File: config.mk
export PLATFORM = sky130hd
export DESIGN_NAME = uart_boot_loader_flat
export DESIGN_NICKNAME = d
export VERILOG_FILES = /design/src/rtl/uart_boot_loader_if.sv /design/src/rtl/uart_boot_loader.sv /design/src/flat_wrapper.sv
export SDC_FILE = /design/constraint.sdc
export NUM_CORES = 1
export LEC_CHECK = 0
export ABC_AREA = 1
export CORE_MARGIN = 2
export CORE_UTILIZATION = 40
export DETAILED_ROUTE_END_ITERATION = 6
export GPL_ROUTABILITY_DRIVEN = 0
export SYNTH_ARGS = -nofsm -noshare
export SYNTH_HDL_FRONTEND = slang
export SYNTH_SLANG_ARGS = --single-unit
File: constraint.sdc
create_clock -name sys_clk -period 3.2 [get_ports sys_clk]
set_input_delay 0.96 -clock sys_clk [delete_from_list [all_inputs] [get_ports sys_clk]]
set_output_delay 0.96 -clock sys_clk [all_outputs]
set_load 0.03 [all_outputs]
File: src/rtl/uart_boot_loader_if.sv
// Purpose : bundles the UART byte input and instruction-memory/core-control outputs of the boot loader.
// Latency : n/a (wires only).
// Backpress: none; rx_valid is a one-cycle pulse and the loader always accepts it.
// Ports   : rx_valid/rx_byte (UART side), imem_we/be/addr/wdata (memory side),
//           cpu_rst_n/load_done/byte_count/overflow (core control and status).
interface uart_boot_loader_if #(
    parameter int ADDR_WIDTH = 10
);
    logic                    rx_valid;
    logic [7:0]              rx_byte;
    logic                    imem_we;
    logic [3:0]              imem_be;
    logic [ADDR_WIDTH-3:0]   imem_addr;
    logic [31:0]             imem_wdata;
    logic                    cpu_rst_n;
    logic                    load_done;
    logic [ADDR_WIDTH:0]     byte_count;
    logic                    overflow;

    // Environment side: produces UART bytes, consumes memory writes and status.
    modport master (
        output rx_valid, rx_byte,
        input  imem_we, imem_be, imem_addr, imem_wdata,
        input  cpu_rst_n, load_done, byte_count, overflow
    );

    // Loader side.
    modport slave (
        input  rx_valid, rx_byte,
        output imem_we, imem_be, imem_addr, imem_wdata,
        output cpu_rst_n, load_done, byte_count, overflow
    );
endinterface

File: src/rtl/uart_boot_loader.sv
// Purpose : packs UART bytes into little-endian 32-bit instruction-memory writes, holds the core in reset until
//           the program ends (four consecutive 0xFF bytes or an idle timeout), then releases it.
// Latency : write 1 cycle after the byte completing a word or ending the load; load_done 2 cycles after the end.
// Backpress: none; bytes may arrive every cycle, bytes past memory capacity are dropped and flagged in overflow.
// Ports   : sys_clk, rst (async active-low), bus (uart_boot_loader_if.slave).
module uart_boot_loader #(
    parameter int ADDR_WIDTH     = 10,
    parameter int TIMEOUT_CYCLES = 20000
) (
    input  logic               sys_clk,
    input  logic               rst,
    uart_boot_loader_if.slave  bus
);
    localparam int CW = ADDR_WIDTH + 1;
    localparam int TW = $clog2(TIMEOUT_CYCLES + 1);

    typedef enum logic [1:0] {S_IDLE, S_LOAD, S_RELEASE, S_RUN} state_t;

    state_t                r_state;
    logic [CW-1:0]         r_count;
    logic [31:0]           r_hold;
    logic [1:0]            r_run;
    logic [TW-1:0]         r_idle;
    logic                  r_ovf;
    logic                  r_we;
    logic [3:0]            r_be;
    logic [ADDR_WIDTH-3:0] r_addr;
    logic [31:0]           r_wdata;
    logic                  r_cpu_rst_n;
    logic                  r_load_done;

    // Outside LOAD a byte starts a fresh load, so the per-load state is seen as zero.
    logic                  w_in_load;
    logic [CW-1:0]         w_cnt;
    logic [31:0]           w_hold;
    logic [1:0]            w_run;
    logic                  w_byte;
    logic                  w_store;
    logic [1:0]            w_lane;
    logic [31:0]           w_hold_nxt;
    logic                  w_halt;
    logic                  w_tmo;
    logic                  w_term;
    logic                  w_word_full;
    logic [2:0]            w_nfill;
    logic                  w_wr;
    logic [3:0]            w_be;

    assign w_in_load   = (r_state == S_LOAD);
    assign w_cnt       = w_in_load ? r_count : '0;
    assign w_hold      = w_in_load ? r_hold  : '0;
    assign w_run       = w_in_load ? r_run   : '0;
    // Bytes arriving during the single RELEASE cycle are discarded.
    assign w_byte      = bus.rx_valid && (r_state != S_RELEASE);
    // Top count bit set means memory is full.
    assign w_store     = w_byte && !w_cnt[ADDR_WIDTH];
    assign w_lane      = w_cnt[1:0];
    assign w_hold_nxt  = w_store ? (w_hold | ({24'b0, bus.rx_byte} << {w_lane, 3'b000})) : w_hold;
    // Fourth consecutive 0xFF, regardless of word alignment or whether it was stored.
    assign w_halt      = w_byte && (bus.rx_byte == 8'hFF) && (w_run == 2'd3);
    // A byte on the timeout cycle wins over the timeout.
    assign w_tmo       = w_in_load && !bus.rx_valid && (r_idle == TW'(TIMEOUT_CYCLES - 1));
    assign w_term      = w_in_load && (w_halt || w_tmo);
    assign w_word_full = w_store && (w_lane == 2'd3);
    assign w_nfill     = w_store ? ({1'b0, w_lane} + 3'd1) : {1'b0, w_lane};
    // A full word and a termination on the same byte give one write with all lanes.
    assign w_wr        = w_word_full || (w_term && (w_nfill != 3'd0));
    assign w_be        = ~(4'b1111 << w_nfill);

    always_ff @(posedge sys_clk or negedge rst) begin
        if (!rst) begin
            r_state     <= S_IDLE;
            r_count     <= '0;
            r_hold      <= '0;
            r_run       <= '0;
            r_idle      <= '0;
            r_ovf       <= 1'b0;
            r_we        <= 1'b0;
            r_be        <= '0;
            r_addr      <= '0;
            r_wdata     <= '0;
            r_cpu_rst_n <= 1'b0;
            r_load_done <= 1'b0;
        end else begin
            r_we        <= 1'b0;
            r_load_done <= 1'b0;

            if (w_wr) begin
                r_we    <= 1'b1;
                r_be    <= w_be;
                r_addr  <= w_cnt[ADDR_WIDTH-1:2];
                r_wdata <= w_hold_nxt;
            end

            if (w_byte) begin
                r_count <= w_store ? (w_cnt + CW'(1)) : w_cnt;
                r_ovf   <= (w_in_load && r_ovf) || !w_store;
                r_hold  <= (w_word_full || w_term) ? '0 : w_hold_nxt;
                r_run   <= (bus.rx_byte == 8'hFF) ? (w_run + 2'd1) : 2'd0;
                r_idle  <= '0;
            end else if (w_in_load) begin
                r_idle  <= r_idle + TW'(1);
                if (w_tmo) begin
                    r_hold <= '0;
                end
            end

            case (r_state)
                S_IDLE, S_RUN: begin
                    if (w_byte) begin
                        r_state     <= S_LOAD;
                        r_cpu_rst_n <= 1'b0;
                    end
                end
                S_LOAD: begin
                    if (w_term) begin
                        r_state <= S_RELEASE;
                    end
                end
                S_RELEASE: begin
                    r_state     <= S_RUN;
                    r_cpu_rst_n <= 1'b1;
                    r_load_done <= 1'b1;
                end
                default: r_state <= S_IDLE;
            endcase
        end
    end

    assign bus.imem_we    = r_we;
    assign bus.imem_be    = r_be;
    assign bus.imem_addr  = r_addr;
    assign bus.imem_wdata = r_wdata;
    assign bus.cpu_rst_n  = r_cpu_rst_n;
    assign bus.load_done  = r_load_done;
    assign bus.byte_count = r_count;
    assign bus.overflow   = r_ovf;
endmodule

File: src/flat_wrapper.sv
// flat-port wrapper written by rule: the top's interface ports become plain ports
module uart_boot_loader_flat 
#(
    parameter int ADDR_WIDTH     = 10,
    parameter int TIMEOUT_CYCLES = 20000
)
  (sys_clk, rst, bus_rx_valid, bus_rx_byte, bus_imem_we, bus_imem_be, bus_imem_addr, bus_imem_wdata, bus_cpu_rst_n, bus_load_done, bus_byte_count, bus_overflow);
  uart_boot_loader_if #(.ADDR_WIDTH(ADDR_WIDTH)) bus_i ();
  input  logic sys_clk;
  input  logic rst;
  input wire logic [$bits(bus_i.rx_valid)-1:0] bus_rx_valid;
  input wire logic [$bits(bus_i.rx_byte)-1:0] bus_rx_byte;
  output wire logic [$bits(bus_i.imem_we)-1:0] bus_imem_we;
  output wire logic [$bits(bus_i.imem_be)-1:0] bus_imem_be;
  output wire logic [$bits(bus_i.imem_addr)-1:0] bus_imem_addr;
  output wire logic [$bits(bus_i.imem_wdata)-1:0] bus_imem_wdata;
  output wire logic [$bits(bus_i.cpu_rst_n)-1:0] bus_cpu_rst_n;
  output wire logic [$bits(bus_i.load_done)-1:0] bus_load_done;
  output wire logic [$bits(bus_i.byte_count)-1:0] bus_byte_count;
  output wire logic [$bits(bus_i.overflow)-1:0] bus_overflow;
  assign bus_i.rx_valid = bus_rx_valid;
  assign bus_i.rx_byte = bus_rx_byte;
  assign bus_imem_we = bus_i.imem_we;
  assign bus_imem_be = bus_i.imem_be;
  assign bus_imem_addr = bus_i.imem_addr;
  assign bus_imem_wdata = bus_i.imem_wdata;
  assign bus_cpu_rst_n = bus_i.cpu_rst_n;
  assign bus_load_done = bus_i.load_done;
  assign bus_byte_count = bus_i.byte_count;
  assign bus_overflow = bus_i.overflow;
  uart_boot_loader #(.ADDR_WIDTH(ADDR_WIDTH), .TIMEOUT_CYCLES(TIMEOUT_CYCLES)) u_core (.sys_clk(sys_clk), .rst(rst), .bus(bus_i));
endmodule
==> results of run 1 <==
==> how the worst max path moves through the flow <==
stage | slack [ps] | to
3_3_place_gp | 200 | u_core.bus.imem_wdata[29]$_DFFE_PN0P_
2_1_floorplan | 1010 | u_core.bus.imem_wdata[10]$_DFFE_PN0P_
3_5_place_dp | 110 | u_core.bus.imem_wdata[23]$_DFFE_PN0P_
5_1_grt | 220 | u_core.bus.imem_be[2]$_DFFE_PN0P_
6_report | 500 | u_core.bus.imem_be[1]$_DFFE_PN0P_
4_1_cts | 470 | u_core.bus.imem_wdata[23]$_DFFE_PN0P_
==> cell families (layout without fill, tap and decap cells) <==
group,after synthesis,count (layout),synth area share
and+or+nand+nor,388,388,0.311
DFF,110,110,0.507
AOI/OAI and AO/OA,97,97,0.0945
buffers and inverters,82,142,0.0650
xor gates and xnor gates,7,7,0.0113
adders and majority gates,5,5,0.0115
==> worst max-delay path, stage by stage <==
cell and delay [ps]:
clkdlybuf4s50_1 600, inv_2 70, nor2_4 200, nand3_1 110, nand2_1 170, nand3_4 180, nand3_4 410, nand3_1 140
nand2_1 90
==> routing by layer <==
metal  GRT usage  vias up  routed length, um
met4      0.0669        0                250
li1            -     2370                  -
met2       0.308      121               6190
met1       0.276     2196               6510
met5           0        -                  0
met3      0.0269       18                559
==> cell usage in the layout, fill, tap and decap left out, types with 3 or more instances in the layout <==
cell               n
nand2_1          225
dfrtp_1          110
nand3_1          107
clkdlybuf4s50_1   68
o21ai_0           53
inv_1             39
nor2_1            34
o21ai_1           22
a21oi_1           13
buf_4             12
clkbuf_16          9
o31ai_1            6
nand4_1            5
xor2_1             5
nor3_1             5
inv_2              4
ha_1               4
nand3_4            3
==> flip-flops by register name, indices dropped and copies added (netlist names), 2 cells and up <==
name	flops
u_core.bus.imem_wdata	32
u_core.r_hold	32
u_core.r_idle	15
u_core.bus.byte_count	11
u_core.bus.imem_addr	8
u_core.bus.imem_be	4
u_core.r_run	2
u_core.r_state	2
==> cell type report <==
type,instances,area share
Tap cell,176,0.0333
Sequential cell,110,0.416
Multi-Input combinational cell,497,0.352
Clock inverter,6,0.0142
Timing Repair Buffer,82,0.123
Inverter,44,0.0250
Clock buffer,10,0.0361
==> power by group through the flow <==
stage | Combinational [mW] | Sequential (mW) | Clock [mW]
CTS | 1.37 | 1.70 | 1.26
detailed placement | 1.37 | 1.72 | 0
global route | 1.52 | 1.72 | 1.31
global placement | 1.34 | 1.71 | 0
floorplan | 0.769 | 1.85 | 0
finish | 1.37 | 1.70 | 1.23
==> per-stage QoR <==
step | util | std cells | power, mW | setup WS (ps) | cell area, um^2
CTS | 0.499 | 925 | 4.33 | 474 | 6610
global route | 0.499 | 925 | 4.54 | 215 | 6610
detailed placement | 0.474 | 909 | 3.09 | 112 | 6280
finish | 0.499 | 925 | 4.29 | 495 | 6610
global placement | 0.474 | 909 | 3.05 | 198 | 6280
floorplan | - | 689 | 2.62 | 1010 | 5430
==> reports/results.ini, run 1 <==
[outcome]
run_status=completed

[floorplanning]
core_area_um2=13200
die_h_um=121
die_area_um2=14500
start_util=0.410
row_count=42
io_pins=70
die_w_um=121

[clocking]
cts.clk_slew.worst_paths_ps=70
cts_tree=yes
htree_levels=3
clkLatencyLatePin_ps=350
post_cts_resize_count=0
cts_made_buffers=9
post-cts-setup-buffer-count=0
cts-root-buf=clkbuf_16
clock-sinks=110
cts.path.max_buffers=2
cts_hold_buf=0

[synth]
synth-async-reset-ratio=1.00
synth.area.top_cells=dfrtp_1 51%, nand2_1 16%, nand3_1 9.9%
synth_area_leader_cell=dfrtp_1
synth-seq-cells=110
yosysMostFrequentCell=nand2_1
yosys_warnings=0
synth-edff-count=0
synth_cell_types=30
yosys-top-cells-count=226 x nand2_1, 110 x dfrtp_1, 107 x nand3_1
synth_seq_area_share=0.507
netlist.area_leader.share=0.507
avgSynthCellArea_um2=7.88
syn_area_um2=5430
syn_nets=705
syn_inst=689
synth_ff_type=dfrtp_1

[critical_path]
critPathMaxFanout=45
reg2reg_slack_ps=510
setup.worst_path.start_class=input port
rr_worst_depth=10
startpoint=bus_rx_valid
arrival_ps=3000
crit_type=in -> reg
reg2reg_from=u_core.r_state[1]$_DFFE_PN0P_
cp-end-kind=flip-flop
required_ps=3490
r2r_end=u_core.bus.imem_be[1]$_DFFE_PN0P_

[timing]
tightest_slew_ps=632
maxSlewViolCount=0
rsz0062_at_grt=no
fmax_mhz=370
period_share=0.845
finalClockSkew_ps=10.2
relSlewSlack=0.578
setup_violations=0
fin_tns_setup_ps=0
hold_violations=0
worst_hold_slack_ps=485
period_needed_ps=2700

[pwr]
intPower_mw=2.69
swShare=0.374
pwr-share-clk=0.286
seqPwrFrac=0.395
peakVddDrop_mv=0.383
p_comb_frac=0.319
p_switching_mw=1.61
powerDensity_nw_per_um2=649
p_leak_nw=3.13

[route]
via_per_inst=5.09
vias=4705
drc=0
routed_wl_mm=13.5
detail-route-antenna-nets=0
drtIter0Drc=348
routedWlPerCell_um=14.6
dr.pass1.iters=5

[grt]
grt_pass1_vias=4492
antenna_found_initial=0
grt-ovfl-total=0
grt.total_usage=0.195
grt_max_degree=54
grt_pass1_wl_mm=22.7

[finish]
fillers=1271
antenna_cells=0
seqCellArea_um2=2750
fin_nets=760
area_growth_pct=21.8
drive_gt1_frac=0.0587
multi_input_area_um2=2330

[placed_design]
numPortBuffers=69
dp_hpwl_mm=9.32

[min_path]
holdPathEnd=u_core.bus.imem_be[0]$_DFFE_PN0P_
min_path_type=reg -> reg
hp-start=u_core.bus.imem_be[0]$_DFFE_PN0P_
whs_path_depth=1

[flow_run]
maxCapViolations=0

Note: power is estimated with default switching activity, not from simulation.
==> run 2, diff against run 1 <==
==> constraint.sdc (replaced) <==
create_clock -name sys_clk -period 2.7 [get_ports sys_clk]
set_input_delay 0.81 -clock sys_clk [delete_from_list [all_inputs] [get_ports sys_clk]]
set_output_delay 0.81 -clock sys_clk [all_outputs]
set_load 0.03 [all_outputs]
==> reports/results.ini, run 2 (synthesis gave the netlist of run 1 again) <==
[pwr]
seqPwrFrac=0.399  ; was 0.395
intPower_mw=3.12  ; was 2.69 mW
swShare=0.380  ; was 0.374
pwr-share-clk=0.249  ; was 0.286
p_comb_frac=0.352  ; was 0.319
total_power_mw=5.04  ; was 4.29 mW
powerDensity_nw_per_um2=746  ; was 649 nW/um^2
peakVddDrop_mv=0.369  ; was 0.383 mV
p_leak_nw=3.21  ; was 3.13 nW
p_switching_mw=1.91  ; was 1.61 mW

[grt]
antenna_found_initial=0  ; unchanged
grt_pass1_wl_mm=23.7  ; was 22.7 mm
grt_max_degree=111  ; was 54
grt-ovfl-total=0  ; unchanged
grt.total_usage=0.203  ; was 0.195
grt_pass1_vias=4848  ; was 4492

[floorplanning]
die_w_um=121  ; unchanged
core_area_um2=13200  ; unchanged
start_util=0.410  ; unchanged
die_area_um2=14500  ; unchanged
row_count=42  ; unchanged
io_pins=70  ; unchanged
die_h_um=121  ; unchanged

[timing]
relSlewSlack=0.570  ; was 0.578
tightest_slew_ps=645  ; was 632 ps
hold_violations=0  ; unchanged
setup_violations=0  ; unchanged
finalClockSkew_ps=9.86  ; was 10.2 ps
rsz0062_at_grt=no  ; unchanged
fmax_mhz=422
maxSlewViolCount=0  ; unchanged
period_share=0.878
fin_tns_setup_ps=0  ; unchanged
period_needed_ps=2370

[critical_path]
crit_type=reg -> out  ; was in -> reg
rr_worst_depth=13  ; was 10
r2r_end=u_core.bus.imem_wdata[28]$_DFFE_PN0P_  ; was u_core.bus.imem_be[1]$_DFFE_PN0P_
cp_slowest_cell=clkdlybuf4s50_1  ; unchanged
cpPeakStageDelay_ps=720  ; was 600 ps
cp_num_buf_inv=1  ; was 2
cp-end-kind=output pin  ; was flip-flop
worst_path_dominant_cell_family=buffers and inverters  ; was simple AND/OR/NAND/NOR gates
required_ps=1890  ; was 3490 ps
arrival_ps=1560  ; was 3000 ps
critPathMaxFanout=5  ; was 45
setup.worst_path.start_class=flip-flop  ; was input port
crit_chain=clkdlybuf4s50_1  ; was clkdlybuf4s50_1 -> inv_2 -> nor2_4 -> nand3_1 -> nand2_1 -> nand3_4 -> nand3_4 -> nand3_1 -> nand2_1
reg2reg_from=u_core.r_state[1]$_DFFE_PN0P_  ; unchanged
reg2reg_slack_ps=360  ; was 510 ps

[outcome]
run_status=completed  ; unchanged

[finish]
utilization=0.510  ; was 0.499
antenna_cells=0  ; unchanged
fillers=1272  ; was 1271
drive_gt1_frac=0.0781  ; was 0.0587
final_common_cell=nand2_1  ; unchanged
layout_common_cells=225 x nand2_1, 110 x dfrtp_1, 107 x nand3_1  ; unchanged
fin_nets=779  ; was 760
area_growth_pct=24.3  ; was 21.8%
final_area_um2=6750  ; was 6610 um^2

[clocking]
cts_tree=yes  ; unchanged
cts_hold_buf=0  ; unchanged
cts_made_buffers=9  ; unchanged
cts-root-buf=clkbuf_16  ; unchanged
htree_levels=3  ; unchanged
clock-sinks=110  ; unchanged
clkLatencyLatePin_ps=360  ; was 350 ps
cts.path.max_buffers=2  ; unchanged
cts.clk_slew.worst_paths_ps=70  ; about the same

[flow_run]
maxCapViolations=0  ; unchanged

[route]
dr.pass1.iters=5  ; unchanged
via_per_inst=5.16  ; was 5.09
vias=4868  ; was 4705
routedWlPerCell_um=14.7  ; was 14.6 um
drc=0  ; unchanged
routed_wl_mm=13.8  ; was 13.5 mm
drtIter0Drc=356  ; was 348
detail-route-antenna-nets=0  ; unchanged

[placed_design]
postPlaceCellArea_um2=6470  ; was 6280 um^2
numPortBuffers=69  ; unchanged
dp_hpwl_mm=9.72  ; was 9.32 mm

[min_path]
min_path_type=in -> async  ; was reg -> reg

==> run 2: cell types whose count changed in the layout (fill, tap and decap cells not counted), moves of 2 or more <==
cell / change
buf_12: +4
buf_4: +15
clkinv_4: -2
clkbuf_1: +3
bufinv_16: -2
==> run 2: stage by stage <==
stage,instances,setup WS [ps],hold WS [ps]
after global routing,944,73.4,511
after CTS,944,192,485
after detailed placement,928,3.51,464
after global placement,928,29.3,456
after floorplan,689,509,453
final,944,329,476
==> run 2: power groups by stage <==
| stage | clock [mW] | combinational, mW | sequential (mW) |
|---|---|---|---|
| 5_1_grt | 1.35 | 1.97 | 2.03 |
| 6_report | 1.25 | 1.77 | 2.01 |
| 2_1_floorplan | 0 | 0.911 | 2.19 |
| 3_5_place_dp | 0 | 1.76 | 2.04 |
| 3_3_place_gp | 0 | 1.75 | 2.03 |
| 4_1_cts | 1.29 | 1.77 | 2.01 |
==> run 2: cell type report <==
class / count / area, um^2 / area share
flip-flops and latches: 110 / 2750 / 0.408
multi-input cells: 497 / 2340 / 0.347
repair buffers: 101 / 1000 / 0.149
clock buffers: 13 / 250 / 0.0371
well taps: 176 / 220 / 0.0326
inverters: 44 / 165 / 0.0245
clock inverters: 3 / 20.0 / 0.00297
==> run 2: worst max path at each step <==
stage                                              start                               endpoint  slack, ps  cells past startpoint
global placement                            bus_rx_valid  u_core.bus.imem_wdata[25]$_DFFE_PN0P_         30                     11
floorplan                  u_core.r_state[1]$_DFFE_PN0P_  u_core.bus.imem_wdata[10]$_DFFE_PN0P_        510                     16
CTS                        u_core.r_state[1]$_DFFE_PN0P_   u_core.bus.imem_wdata[7]$_DFFE_PN0P_        190                     13
finish              u_core.bus.byte_count[0]$_DFFE_PN0P_                      bus_byte_count[0]        330                      1
global route               u_core.r_state[1]$_DFFE_PN0P_      u_core.bus.imem_be[2]$_DFFE_PN0P_         70                     13
detailed placement                          bus_rx_valid  u_core.bus.imem_wdata[17]$_DFFE_PN0P_          4                     11
==> run 2: repair_timing <==
action / CTS / global route
setup endpoints to repair: 0 / 45
gates resized for setup: 0 / 1
setup buffers: 0 / 0
==> run 2: routing by layer <==
layer	vias to the layer above	global-route usage	routed length, um
met5	-	0	0
li1	2399	-	-
met3	13	0.0278	615
met4	0	0.0763	214
met1	2339	0.287	6510
met2	117	0.319	6510
